`src/rtl/layer_sequencer.sv`:
```
// Dense-layer sequencer: issues x/w reads per pass of up to NU_COUNT outputs, then drains MAC -> serializer -> activation -> xy_mem.
// Per pass n_in+READ_LAT+2+L+ACT_LAT cycles; done one cycle after last write; no backpressure, start ignored while busy.
module layer_sequencer #(
  parameter int NU_COUNT     = 4,
  parameter int XY_MEM_DEPTH = 8,
  parameter int W_MEM_DEPTH  = 10,
  parameter int DIM_W        = 8,
  parameter int READ_LAT     = 1,
  parameter int ACT_LAT      = 1
) (
  input  logic                    clk,
  input  logic                    reset,
  input  logic                    start,
  input  logic [DIM_W-1:0]        cfg_n_in,
  input  logic [DIM_W-1:0]        cfg_n_out,
  input  logic [XY_MEM_DEPTH-1:0] cfg_x_base,
  input  logic [W_MEM_DEPTH-1:0]  cfg_w_base,
  input  logic [XY_MEM_DEPTH-1:0] cfg_y_base,
  output logic                    busy,
  output logic                    done,
  output logic                    err,
  output logic [XY_MEM_DEPTH-1:0] xy_read_addr,
  output logic [W_MEM_DEPTH-1:0]  w_read_addr,
  output logic [NU_COUNT-1:0]     mac_reg_enable,
  output logic                    mac_acc_loopback,
  output logic                    mac_acc_update,
  output logic                    serializer_update,
  output logic                    act_input_select,
  output logic                    xy_write_enable,
  output logic [XY_MEM_DEPTH-1:0] xy_write_addr
);

  typedef enum logic [2:0] {
    S_IDLE, S_ISSUE, S_DRAIN, S_UPDATE, S_LOAD, S_SERIAL, S_FLUSH, S_FIN
  } state_t;

  localparam int LAT_MAX = (READ_LAT > ACT_LAT) ? READ_LAT : ACT_LAT;
  localparam int CNT_W   = (LAT_MAX > 1) ? $clog2(LAT_MAX + 1) : 1;
  localparam logic [DIM_W-1:0]        D_ONE  = 1;
  localparam logic [DIM_W-1:0]        D_NU   = DIM_W'(NU_COUNT);
  localparam logic [XY_MEM_DEPTH-1:0] XY_ONE = 1;
  localparam logic [W_MEM_DEPTH-1:0]  W_ONE  = 1;

  state_t                  r_state;
  logic                    r_busy, r_done, r_err;
  logic [DIM_W-1:0]        r_n_in, r_rem, r_k;
  logic [CNT_W-1:0]        r_cnt;
  logic [XY_MEM_DEPTH-1:0] r_x_base, r_y_ptr, r_xy_raddr, r_wr_addr;
  logic [W_MEM_DEPTH-1:0]  r_w_ptr, r_w_raddr;
  logic [NU_COUNT-1:0]     r_iss_en;
  logic                    r_iss_lb, r_upd, r_sload, r_act, r_wr_vld;

  logic [DIM_W-1:0] w_len, w_rem_next;
  logic             w_ser_last, w_pass_end, w_last_pass;

  function automatic logic [NU_COUNT-1:0] lanes(input logic [DIM_W-1:0] rem);
    logic [NU_COUNT-1:0] v;
    v = '0;
    for (int i = 0; i < NU_COUNT; i++) v[i] = (DIM_W'(i) < rem);
    return v;
  endfunction

  assign w_len       = (r_rem > D_NU) ? D_NU : r_rem;
  assign w_rem_next  = r_rem - D_NU;
  assign w_last_pass = (r_rem <= D_NU);
  assign w_ser_last  = (r_k == w_len - D_ONE);
  // With ACT_LAT=0 the pass ends on the last serial cycle, FLUSH is skipped.
  assign w_pass_end  = (r_state == S_FLUSH && r_cnt == '0) ||
                       (ACT_LAT == 0 && r_state == S_SERIAL && w_ser_last);

  always_ff @(posedge clk or negedge reset) begin
    if (!reset) begin
      r_state    <= S_IDLE;
      r_busy     <= 1'b0;
      r_done     <= 1'b0;
      r_err      <= 1'b0;
      r_n_in     <= '0;
      r_rem      <= '0;
      r_k        <= '0;
      r_cnt      <= '0;
      r_x_base   <= '0;
      r_y_ptr    <= '0;
      r_xy_raddr <= '0;
      r_wr_addr  <= '0;
      r_w_ptr    <= '0;
      r_w_raddr  <= '0;
      r_iss_en   <= '0;
      r_iss_lb   <= 1'b0;
      r_upd      <= 1'b0;
      r_sload    <= 1'b0;
      r_act      <= 1'b0;
      r_wr_vld   <= 1'b0;
    end else begin
      case (r_state)
        S_IDLE: if (start) begin
          r_busy   <= 1'b1;
          r_n_in   <= cfg_n_in;
          r_rem    <= cfg_n_out;
          r_x_base <= cfg_x_base;
          r_y_ptr  <= cfg_y_base;
          if (cfg_n_in == '0 || cfg_n_out == '0) begin
            r_state <= S_FIN;
            r_done  <= 1'b1;
            r_err   <= 1'b1;
          end else begin
            r_state    <= S_ISSUE;
            r_k        <= '0;
            r_xy_raddr <= cfg_x_base;
            r_w_raddr  <= cfg_w_base;
            r_w_ptr    <= cfg_w_base + W_ONE;
            r_iss_en   <= lanes(cfg_n_out);
            r_iss_lb   <= 1'b0;
          end
        end
        S_ISSUE: if (r_k == r_n_in - D_ONE) begin
          r_state    <= S_DRAIN;
          r_cnt      <= CNT_W'(READ_LAT - 1);
          r_xy_raddr <= '0;
          r_w_raddr  <= '0;
          r_iss_en   <= '0;
          r_iss_lb   <= 1'b0;
        end else begin
          r_k        <= r_k + D_ONE;
          r_xy_raddr <= r_xy_raddr + XY_ONE;
          r_w_raddr  <= r_w_ptr;
          r_w_ptr    <= r_w_ptr + W_ONE;
          r_iss_lb   <= 1'b1;
        end
        S_DRAIN: if (r_cnt == '0) begin
          r_state <= S_UPDATE;
          r_upd   <= 1'b1;
        end else begin
          r_cnt <= r_cnt - 1'b1;
        end
        S_UPDATE: begin
          r_state <= S_LOAD;
          r_upd   <= 1'b0;
          r_sload <= 1'b1;
        end
        S_LOAD: begin
          r_state   <= S_SERIAL;
          r_sload   <= 1'b0;
          r_act     <= 1'b1;
          r_k       <= '0;
          r_wr_vld  <= 1'b1;
          r_wr_addr <= r_y_ptr;
          r_y_ptr   <= r_y_ptr + XY_ONE;
        end
        S_SERIAL: if (w_ser_last) begin
          r_state  <= S_FLUSH;
          r_cnt    <= CNT_W'(ACT_LAT - 1);
          r_wr_vld <= 1'b0;
        end else begin
          r_k       <= r_k + D_ONE;
          r_wr_addr <= r_y_ptr;
          r_y_ptr   <= r_y_ptr + XY_ONE;
        end
        S_FLUSH: r_cnt <= r_cnt - 1'b1;
        S_FIN: begin
          r_state <= S_IDLE;
          r_busy  <= 1'b0;
          r_done  <= 1'b0;
          r_err   <= 1'b0;
        end
        default: r_state <= S_IDLE;
      endcase
      // End of pass takes priority over the SERIAL/FLUSH updates above.
      if (w_pass_end) begin
        r_act    <= 1'b0;
        r_wr_vld <= 1'b0;
        if (w_last_pass) begin
          r_state <= S_FIN;
          r_done  <= 1'b1;
        end else begin
          r_state    <= S_ISSUE;
          r_rem      <= w_rem_next;
          r_k        <= '0;
          r_xy_raddr <= r_x_base;
          r_w_raddr  <= r_w_ptr;
          r_w_ptr    <= r_w_ptr + W_ONE;
          r_iss_en   <= lanes(w_rem_next);
          r_iss_lb   <= 1'b0;
        end
      end
    end
  end

  // Lane enables / loopback follow the read data through memory latency.
  logic [NU_COUNT:0] r_rd_dly [READ_LAT];

  always_ff @(posedge clk or negedge reset) begin
    if (!reset) begin
      for (int i = 0; i < READ_LAT; i++) r_rd_dly[i] <= '0;
    end else begin
      r_rd_dly[0] <= {r_iss_lb, r_iss_en};
      for (int i = 1; i < READ_LAT; i++) r_rd_dly[i] <= r_rd_dly[i-1];
    end
  end

  generate
    if (ACT_LAT == 0) begin : g_wr_direct
      assign xy_write_enable = r_wr_vld;
      assign xy_write_addr   = r_wr_addr;
    end else begin : g_wr_delay
      logic [XY_MEM_DEPTH:0] r_wr_dly [ACT_LAT];
      always_ff @(posedge clk or negedge reset) begin
        if (!reset) begin
          for (int i = 0; i < ACT_LAT; i++) r_wr_dly[i] <= '0;
        end else begin
          r_wr_dly[0] <= {r_wr_vld, r_wr_addr};
          for (int i = 1; i < ACT_LAT; i++) r_wr_dly[i] <= r_wr_dly[i-1];
        end
      end
      assign xy_write_enable = r_wr_dly[ACT_LAT-1][XY_MEM_DEPTH];
      assign xy_write_addr   = r_wr_dly[ACT_LAT-1][XY_MEM_DEPTH-1:0];
    end
  endgenerate

  assign busy              = r_busy;
  assign done              = r_done;
  assign err               = r_err;
  assign xy_read_addr      = r_xy_raddr;
  assign w_read_addr       = r_w_raddr;
  assign mac_reg_enable    = r_rd_dly[READ_LAT-1][NU_COUNT-1:0];
  assign mac_acc_loopback  = r_rd_dly[READ_LAT-1][NU_COUNT];
  assign mac_acc_update    = r_upd;
  assign serializer_update = r_sload;
  assign act_input_select  = r_act;

endmodule

```
`config.mk`:
```
export PLATFORM = sky130hd
export DESIGN_NAME = layer_sequencer
export DESIGN_NICKNAME = d
export VERILOG_FILES = /design/src/rtl/layer_sequencer.sv
export SDC_FILE = /design/constraint.sdc
export NUM_CORES = 1
export LEC_CHECK = 0
export ABC_AREA = 0
export CORE_UTILIZATION = 55
export DETAILED_ROUTE_END_ITERATION = 16
export PLACE_DENSITY = 0.89
export SYNTH_ARGS = -nofsm -noshare
export SYNTH_HDL_FRONTEND = slang
export SYNTH_SLANG_ARGS = --single-unit
```
`constraint.sdc`:
```
create_clock -name clk -period 4.8 [get_ports clk]
set_clock_uncertainty 0.1 [all_clocks]
set_input_delay 0.96 -clock clk [delete_from_list [all_inputs] [get_ports clk]]
set_output_delay 0.96 -clock clk [all_outputs]
set_load 0.01 [all_outputs]
```
Word-level counts from Yosys, hierarchy flattened
Index checks and enable logic that the tools add are counted. W data, S select, Z words.

Add/subtract/negate cells: 9. $mul: 0. Div/mod/pow operators: 0. Order comparisons: 10. Eq/ne operators: 19. Shift-type cells: 0. Multiplexer cells: 76. Bitwise operators: 1. Reduce and logical (&&, ||, !) cells: 23.

Operator list (number): $mux W8 (19); $mux W10 (10); $pmux W10 S2 (2); $lt A1 B8 Y1 const A (4); $lt A2 B8 Y1 const A (4); $pmux W8 S2 (2); $pmux W8 S4 (1); $add A8 B1 Y8 const B (3); $pmux W8 S3 (1); $mux W3 (7); $pmux W3 S7 (1); $add A10 B1 Y10 const B (2); $mux W4 (5); $mux W1 (19); $eq A8 B8 Y1 (2); $logic_not A8 Y1 (2); $sub A8 B1 Y8 const B (2); $pmux W1 S2 (7); $eq A3 B3 Y1 const B (4); $ne A2 B2 Y1 const B (6); $ne A3 B3 Y1 const B (4); $reduce_and A2 Y1 (5); $reduce_bool A2 Y1 (5); $reduce_and A3 Y1 (3); 16 further kinds (18).

Bits in registers: 106. Latch bits: 0. RAM bits: 0. ROM bits: 0. Output and inout port bits: 38. Word-level logic and storage cells: 160. Memories: 0.

Logic depth before layout (Yosys ltp)
Gate-level depths: netlist of run 1.

Word-level depth: 8. Depth in mapped cells: 14.

Worst setup path after synthesis of run 1
Ideal clock, no wire load.

Path type: register to register. Start: reg r_rem[3]. End: reg r_wr_addr[0]. Arrival time: 3.380 ns. Path slack: 1.195 ns. Cell stages (with the launch flop): 13. Buffers on the path: 0. Clock period less this slack: 3.605 ns. Cell sequence: dfrtp_1 > inv_1 > ha_1 > nor3b_1 > o21a_1 > nand2_1 > ha_1 > nor2b_1 > o21ai_0 > a21oi_1 > or4_4 > o41ai_4 > mux2_2.

Longest elaborated chain between the ends: 6.

Ends and longest elaborated chain: start: declaration (RTL line 46) `logic [DIM_W-1:0] r_n_in, r_rem, r_k;`; start signal: assignment (RTL line 98) `r_rem <= cfg_n_out;`; start signal: assignment (RTL line 176) `r_rem <= w_rem_next;`; $gt A8 B3 Y1 (RTL line 63) `assign w_len = (r_rem > D_NU) ? D_NU : r_rem;`; $mux W8 * (RTL line 63); $sub A8 B1 Y8 * (RTL line 66) `assign w_ser_last = (r_k == w_len - D_ONE);`; $eq A8 B8 Y1 * (RTL line 66); $ne A2 B2 Y1 (no source line) *; $reduce_and A2 Y1 (no source line) *; end signal: assignment (RTL line 146) `r_wr_addr <= r_y_ptr;`; end signal: assignment (RTL line 155) `r_wr_addr <= r_y_ptr;`; end: declaration (RTL line 48) `logic [XY_MEM_DEPTH-1:0] r_x_base, r_y_ptr, r_xy_raddr, r_wr_addr;`.

Every way passes the cells marked *; elsewhere a longest branch is shown, timed or not. A chain may end at the register's enable or synchronous reset.

Worst setup path after layout of run 1
Start: reg r_rem[3]. End: reg r_y_ptr[3].

Longest elaborated chain between the ends: 6.

Ends and longest elaborated chain: $gt A8 B3 Y1 (RTL line 63); $mux W8 * (RTL line 63); $sub A8 B1 Y8 * (RTL line 66); $eq A8 B8 Y1 * (RTL line 66); $ne A2 B2 Y1 (no source line) *; $reduce_and A3 Y1 (no source line) *; end signal: assignment (RTL line 100) `r_y_ptr <= cfg_y_base;`; end signal: assignment (RTL line 147) `r_y_ptr <= r_y_ptr + XY_ONE;`; end signal: assignment (RTL line 156) `r_y_ptr <= r_y_ptr + XY_ONE;`; end: declaration (RTL line 48).

Marked as above.

==> impl_metrics.py, run 1 <==
metrics = {
    "outcome": {
        "status": "finished, final reports clean",
    },
    "cells_and_area": {
        "final_cell_mix": "dfrtp_1 (106), nand2_1 (92), clkdlybuf4s50_1 (81)",
        "drive_gt1_frac": 0.06993,
        "final_cell_area_um2": 7024,
        "diodes": 0,
        "area_delta_synth_final_pct": 18.56,
        "layout.nets": 766,
        "final_common_cell": "dfrtp_1",
    },
    "clock_tree": {
        "postCtsSetupRepairBufs": 0,
        "cts.sinks": 106,
        "clkLatencyLatePin_ps": 390,
        "clockBufferDepth": 2,
        "cts-root-buf": "clkbuf_8",
        "htreeDepth": 3,
        "cts_buffers": 9,
        "ctsResizeCount": 0,
        "cts_tree": "built",
        "path_clk_slew_ps": 110,
        "ctsHoldBuffers": 0,
    },
    "pwr": {
        "power_frac_comb": 0.502,
        "intPower_uw": 2542,
        "switchingPower_uw": 1979,
        "power_leakage_uw": 0.002946,
        "pwr-share-clk": 0.117,
        "ir_drop_uv": 332.5,
        "power_density_nw_per_um2": 643.6,
        "swShare": 0.4378,
        "finalPower_uw": 4521,
        "p_seq_frac": 0.381,
    },
    "synthesis": {
        "syn_inst": 644,
        "yosysSeqAreaShare": 0.4477,
        "synth_edf_count": 0,
        "ys_ff_latch": 106,
        "ys.flop_type": "dfrtp_1",
        "avgSynthCellArea_um2": 9.199,
        "netlist_area_um2": 5924,
        "synth_cell_type_count": 65,
        "ys_warn_count": 0,
        "synthArstFlopShare": 1.000,
        "syn_nets": 700,
    },
    "floorplan": {
        "die_w_um": 105.8,
        "initial_core_util": 0.5713,
        "die_y_um": 105.8,
        "io_pins": 83,
        "rows": 37,
        "core-area_um2": 10370,
        "die_area_um2": 11190,
    },
    "global_routing": {
        "top_usage_layer": "met2",
        "grt_usage": 0.2751,
        "grt_max_degree": 82,
        "antenna_found_initial": 0,
        "grt.met1_usage": 0.3660,
        "grt_pass1_wl_um": 24290,
        "grt_overflow_total": 0,
        "grt_pass1_vias": 5004,
        "use_met2": 0.4281,
        "met3_usage": 0.07050,
    },
    "sta": {
        "fmax_mhz": 242.8,
        "rsz0062_at_grt": "false",
        "final_hold_viol_count": 0,
        "setup_slack_ps": 681.6,
        "setup_viol": 0,
        "max_slew_margin": 0.1537,
        "period_needed_ps": 4118,
        "worst_pin_slew_ps": 1267,
        "slew_viol_final": 0,
        "fin_crit_sh": 0.8580,
        "whs_ps": 289.8,
        "finalSetupTns_ps": 0,
    },
    "placed_design": {
        "place_hpwl_um": 10200,
        "port_buffers": 82,
        "dpl-instance-area_um2": 6843,
        "gp_congestion": 0.9583,
        "dp_slack_ps": 763.1,
    },
    "worst_setup_path": {
        "start_kind": "register",
        "r2r_setup_slack_ps": 680,
        "arrival_ps": 4300,
        "end_kind": "register",
        "cp.required_ps": 4990,
        "crit_fanout": 16,
        "criticalPathCategory": "reg2reg",
    },
    "routing": {
        "post_drt_wl_per_cell_um": 17.33,
        "dr.first_iter.drc_count": 506,
        "vias_per_cell": 6.210,
        "wl_um": 14750,
        "ant_nets": 0,
        "via_count": 5285,
        "dr.pass1.iters": 7,
        "drc": 0,
    },
    "run": {
        "cap_violations": 0,
    },
    "min_path": {
        "hold_class": "reg2reg",
    },
}
[per-stage QoR]
step | util | cells
after global placement | 0.6599 | 835
after global routing | 0.6774 | 851
after detailed placement | 0.6599 | 835
after floorplan | - | 644
after CTS | 0.6774 | 851
final | 0.6774 | 851
[flip-flops by register name, summed over array words and instances, names as in the netlist, 3 cells and up]
register,count
r_state,3
r_k,8
r_y_ptr,8
g_wr_delay.r_wr_dly,9
r_w_ptr,10
r_rem,8
r_iss_en,4
xy_read_addr,8
r_n_in,8
w_read_addr,10
r_x_base,8
r_wr_addr,8
r_rd_dly,5
[worst max-delay path, cell delays in order, from the launching register on]
cell	delay, ps
dfrtp_1	440
inv_1	150
ha_1	190
nor3b_1	430
o21a_1	290
nand2_1	90
ha_1	220
nor2b_1	140
o21ai_0	160
a21oi_1	90
or4_4	610
o41ai_4	780
a21oi_1	120
o22a_1	210
[power groups by stage]
stage	Sequential [uW]	Clock [uW]	Combinational (uW)
4_1_cts	1710	539	2260
3_5_place_dp	1730	0	2240
6_report	1720	529	2270
2_1_floorplan	1650	0	1540
3_3_place_gp	1700	0	2150
5_1_grt	1780	579	2480
[cells by family after synthesis]
logic type | synth area share
adders and majority gates | 0.02323
and+or+nand+nor | 0.2027
buffers and inverters | 0.03506
AOI/OAI and AO/OA | 0.2209
xor gates and xnor gates | 0.04139
DFF | 0.4477
muxes | 0.02893
[worst paths after layout]
check                        startpoint                      to  depth (start not counted)
min in group asynchronous         reset              r_y_ptr[0]                          1
max in group asynchronous         reset             r_rd_dly[0]                          2
max                            r_rem[3]              r_y_ptr[3]                         13
min reg2reg                r_wr_addr[4]  g_wr_delay.r_wr_dly[4]                          0
max reg2reg                    r_rem[3]              r_y_ptr[3]                         13
min                        r_wr_addr[4]  g_wr_delay.r_wr_dly[4]                          0
[routing by layer]
metal	up-vias	part of all wire
met1	2528	0.43
met2	245	0.47
met5	-	0
li1	2471	-
met3	41	0.075
met4	0	0.026
[cells in the mapped netlist (4+ instances only)]
master     count  share of area
o22a_1         5         0.0074
o2bb2ai_1     10          0.015
and3_1        11          0.012
mux2i_1        7          0.012
dfrtp_1      106           0.45
nand2b_1       7         0.0074
a221o_1        8          0.014
clkbuf_1      31          0.020
a21oi_1       29          0.024
nand3_1       27          0.023
a21o_1         4         0.0051
o21ai_0       32          0.027
o22ai_1        9         0.0095
and2_1         8         0.0084
a22oi_1       19          0.024
xor2_1         8          0.012
a311o_1        4         0.0068
ha_1          11          0.023
a31oi_1       12          0.013
nand2_1       92          0.058
a211oi_1       7         0.0089
nor3_1        11         0.0093
nand4_1        7         0.0074
o31ai_1        5         0.0063
nor2b_1       10          0.011
o21a_1         5         0.0063
or2_2          4         0.0042
nor2_1        61          0.039
inv_1         13         0.0082
xnor2_1       20          0.030
nor4_1         5         0.0053
mux2_2         9          0.017
[cell type report]
type                       instances  area (um2)
inverter                          14       52.55
timing repair buffer              92       893.4
fill                             833        3346
sequential                       106        2653
clock buffer                       9       123.9
clock inverter                     7       57.56
multi-input combinational        487        3074
tap                              136       170.2
No activity file was read; power rests on OpenSTA's default activity.
==> inputs of run 2 (changes only) <==
--- a/config.mk
+++ b/config.mk
@@ -8,6 +8,7 @@
 export ABC_AREA = 0
 export CORE_UTILIZATION = 55
 export DETAILED_ROUTE_END_ITERATION = 16
+export GPL_ROUTABILITY_DRIVEN = 0
 export PLACE_DENSITY = 0.89
 export SYNTH_ARGS = -nofsm -noshare
 export SYNTH_HDL_FRONTEND = slang
==> constraint.sdc (replaced) <==
create_clock -name clk -period 4.6 [get_ports clk]
set_clock_uncertainty 0.1 [all_clocks]
set_input_delay 0.92 -clock clk [delete_from_list [all_inputs] [get_ports clk]]
set_output_delay 0.92 -clock clk [all_outputs]
set_load 0.01 [all_outputs]
==> run 2 against run 1 <==
  * Sequential share of layout area decreased by 0.060 points
  * Hold slack got worse by 10 ps
  * Register-to-register slack got worse by 180 ps
  * First-iteration DRC count decreased by 4.0%
  * Critical path depth unchanged
  * Critical path type unchanged
  * Largest cell class unchanged
  * Largest power group unchanged
  * Highest routed layer unchanged
==> impl_metrics.py, run 2 (synthesized netlist as in run 1, its figures left out) <==
metrics = {
    "outcome": {
        "status": "finished, final reports clean",
    },
    "routing": {
        "ant_nets": 0,
        "dr.first_iter.drc_count": 486,
        "post_drt_wl_per_cell_um": 17.38,
        "via_count": 5302,
        "drc": 0,
        "wl_um": 14810,
        "vias_per_cell": 6.223,
        "dr.pass1.iters": 8,
    },
    "worst_setup_path": {
        "cp.required_ps": 4810,
        "r2r_cells": 13,
        "criticalPathCategory": "reg2reg",
        "slowest_delay_ps": 800,
        "arrival_ps": 4310,
        "timing.rr.end": "r_y_ptr[2]",
        "start_kind": "register",
        "crit_fanout": 16,
        "slowest_stage": "o41ai_4",
        "end_kind": "register",
        "crit_chain": "inv_1 -> ha_1 -> nor3b_1 -> o21a_1 -> nand2_1 -> ha_1 -> nor2b_1 -> o21ai_0 -> a21oi_1 -> or4_4 -> o41ai_4 -> o21ai_0 -> a21oi_1",
        "r2r_setup_slack_ps": 500,
        "r2r-start": "r_rem[3]",
    },
    "sta": {
        "worst_pin_slew_ps": 995.7,
        "setup_slack_ps": 498.7,
        "max_slew_margin": 0.3362,
        "period_needed_ps": 4101,
        "fin_crit_sh": 0.8916,
        "fmax_mhz": 243.8,
        "rsz0062_at_grt": "false",
        "finalSetupTns_ps": 0,
        "slew_viol_final": 0,
        "setup_viol": 0,
        "final_hold_viol_count": 0,
    },
    "cells_and_area": {
        "area_delta_synth_final_pct": 18.75,
        "final_common_cell": "dfrtp_1",
        "final_cell_mix": "dfrtp_1 (106), nand2_1 (92), clkdlybuf4s50_1 (81)",
        "diodes": 0,
        "layout.nets": 767,
        "num-fill-cells": 789,
        "drive_gt1_frac": 0.06983,
    },
    "min_path": {
        "min_from": "r_wr_addr[3]",
        "whs_path_depth": 0,
        "hold_class": "reg2reg",
        "hold-path-endpoint": "g_wr_delay.r_wr_dly[3]",
    },
    "pwr": {
        "ir_drop_uv": 299.6,
        "power_density_nw_per_um2": 673.2,
        "finalPower_uw": 4737,
        "power_leakage_uw": 0.002951,
    },
    "clock_tree": {
        "ctsResizeCount": 0,
        "cts-root-buf": "clkbuf_8",
        "cts.sinks": 106,
        "ctsHoldBuffers": 0,
        "cts_buffers": 9,
        "postCtsSetupRepairBufs": 0,
        "htreeDepth": 3,
        "clockBufferDepth": 2,
        "cts_tree": "built",
        "clkLatencyLatePin_ps": 370,
        "path_clk_slew_ps": 110,
    },
    "floorplan": {
        "die_area_um2": 11190,
        "rows": 37,
        "core-area_um2": 10370,
        "die_w_um": 105.8,
        "die_y_um": 105.8,
        "io_pins": 83,
        "initial_core_util": 0.5713,
    },
    "run": {
        "cap_violations": 0,
    },
    "global_routing": {
        "antenna_found_initial": 0,
        "grt_max_degree": 81,
        "grt_pass1_vias": 5158,
        "grt_pass1_wl_um": 24730,
        "grt_usage": 0.2754,
        "grt_overflow_total": 0,
    },
    "placed_design": {
        "place_hpwl_um": 10420,
        "dp_slack_ps": 556.2,
        "port_buffers": 82,
    },
}
==> run 2: changes by cell type in the layout (fill, tap and decap cells not counted) <==
cell      delta
inv_6        -3
buf_4        +1
clkinv_2     -1
clkinv_4     +1
inv_8        +2
clkbuf_1     +1
==> run 2: routing by layer <==
| metal | vias to the layer above | wire length, um | track usage |
|---|---|---|---|
| met4 | 0 | 307 | 0.09921 |
| met2 | 221 | 7069 | 0.4290 |
| li1 | 2476 | - | - |
| met3 | 32 | 1133 | 0.06555 |
| met5 | - | 0 | 0 |
| met1 | 2573 | 6299 | 0.3753 |
==> run 2: layout make-up <==
class                   instances  area (um2)  area share
multi-input cells             487        3074      0.4370
flip-flops and latches        106        2653      0.3770
repair buffers                 93       900.9      0.1280
well taps                     136       170.2     0.02419
clock buffers                  10       127.6     0.01814
clock inverters                 6       57.56    0.008181
inverters                      14       52.55    0.007469
==> run 2: how the worst max path moves through the flow <==
stage	from	to	slack (ps)	depth (start not counted)
detailed placement	r_rem[3]	r_y_ptr[2]	560	13
global placement	r_rem[3]	r_y_ptr[2]	730	13
finish	r_rem[3]	r_y_ptr[2]	500	13
global route	r_rem[3]	r_y_ptr[2]	70	13
CTS	r_rem[3]	r_y_ptr[2]	520	13
floorplan	r_rem[3]	r_wr_addr[0]	1000	12
==> run 2: critical path, delay by kind of cell, from the launching register on <==
| family | cells | cell delay [ps] |
|---|---|---|
| compound gates | 6 | 1710 |
| simple gates | 4 | 1230 |
| flops | 1 | 440 |
| fa+ha+maj | 2 | 400 |
| buf+inv | 1 | 150 |
==> run 2: where the power goes <==
group          total [uW]  switching [uW]  internal [uW]
clock network         563             352            210
logic                2380            1280           1090
registers            1800             441           1360
total                4740            2080           2660
==> run 2: through the flow <==
stage	area [um2]	hold slack [ps]	instances	util
floorplan	5924	247.8	644	-
detailed placement	6850	265.9	836	0.6606
finish	7036	279.4	852	0.6785
CTS	7036	282.8	852	0.6785
global route	7036	295.7	852	0.6785
global placement	6850	258.8	836	0.6606
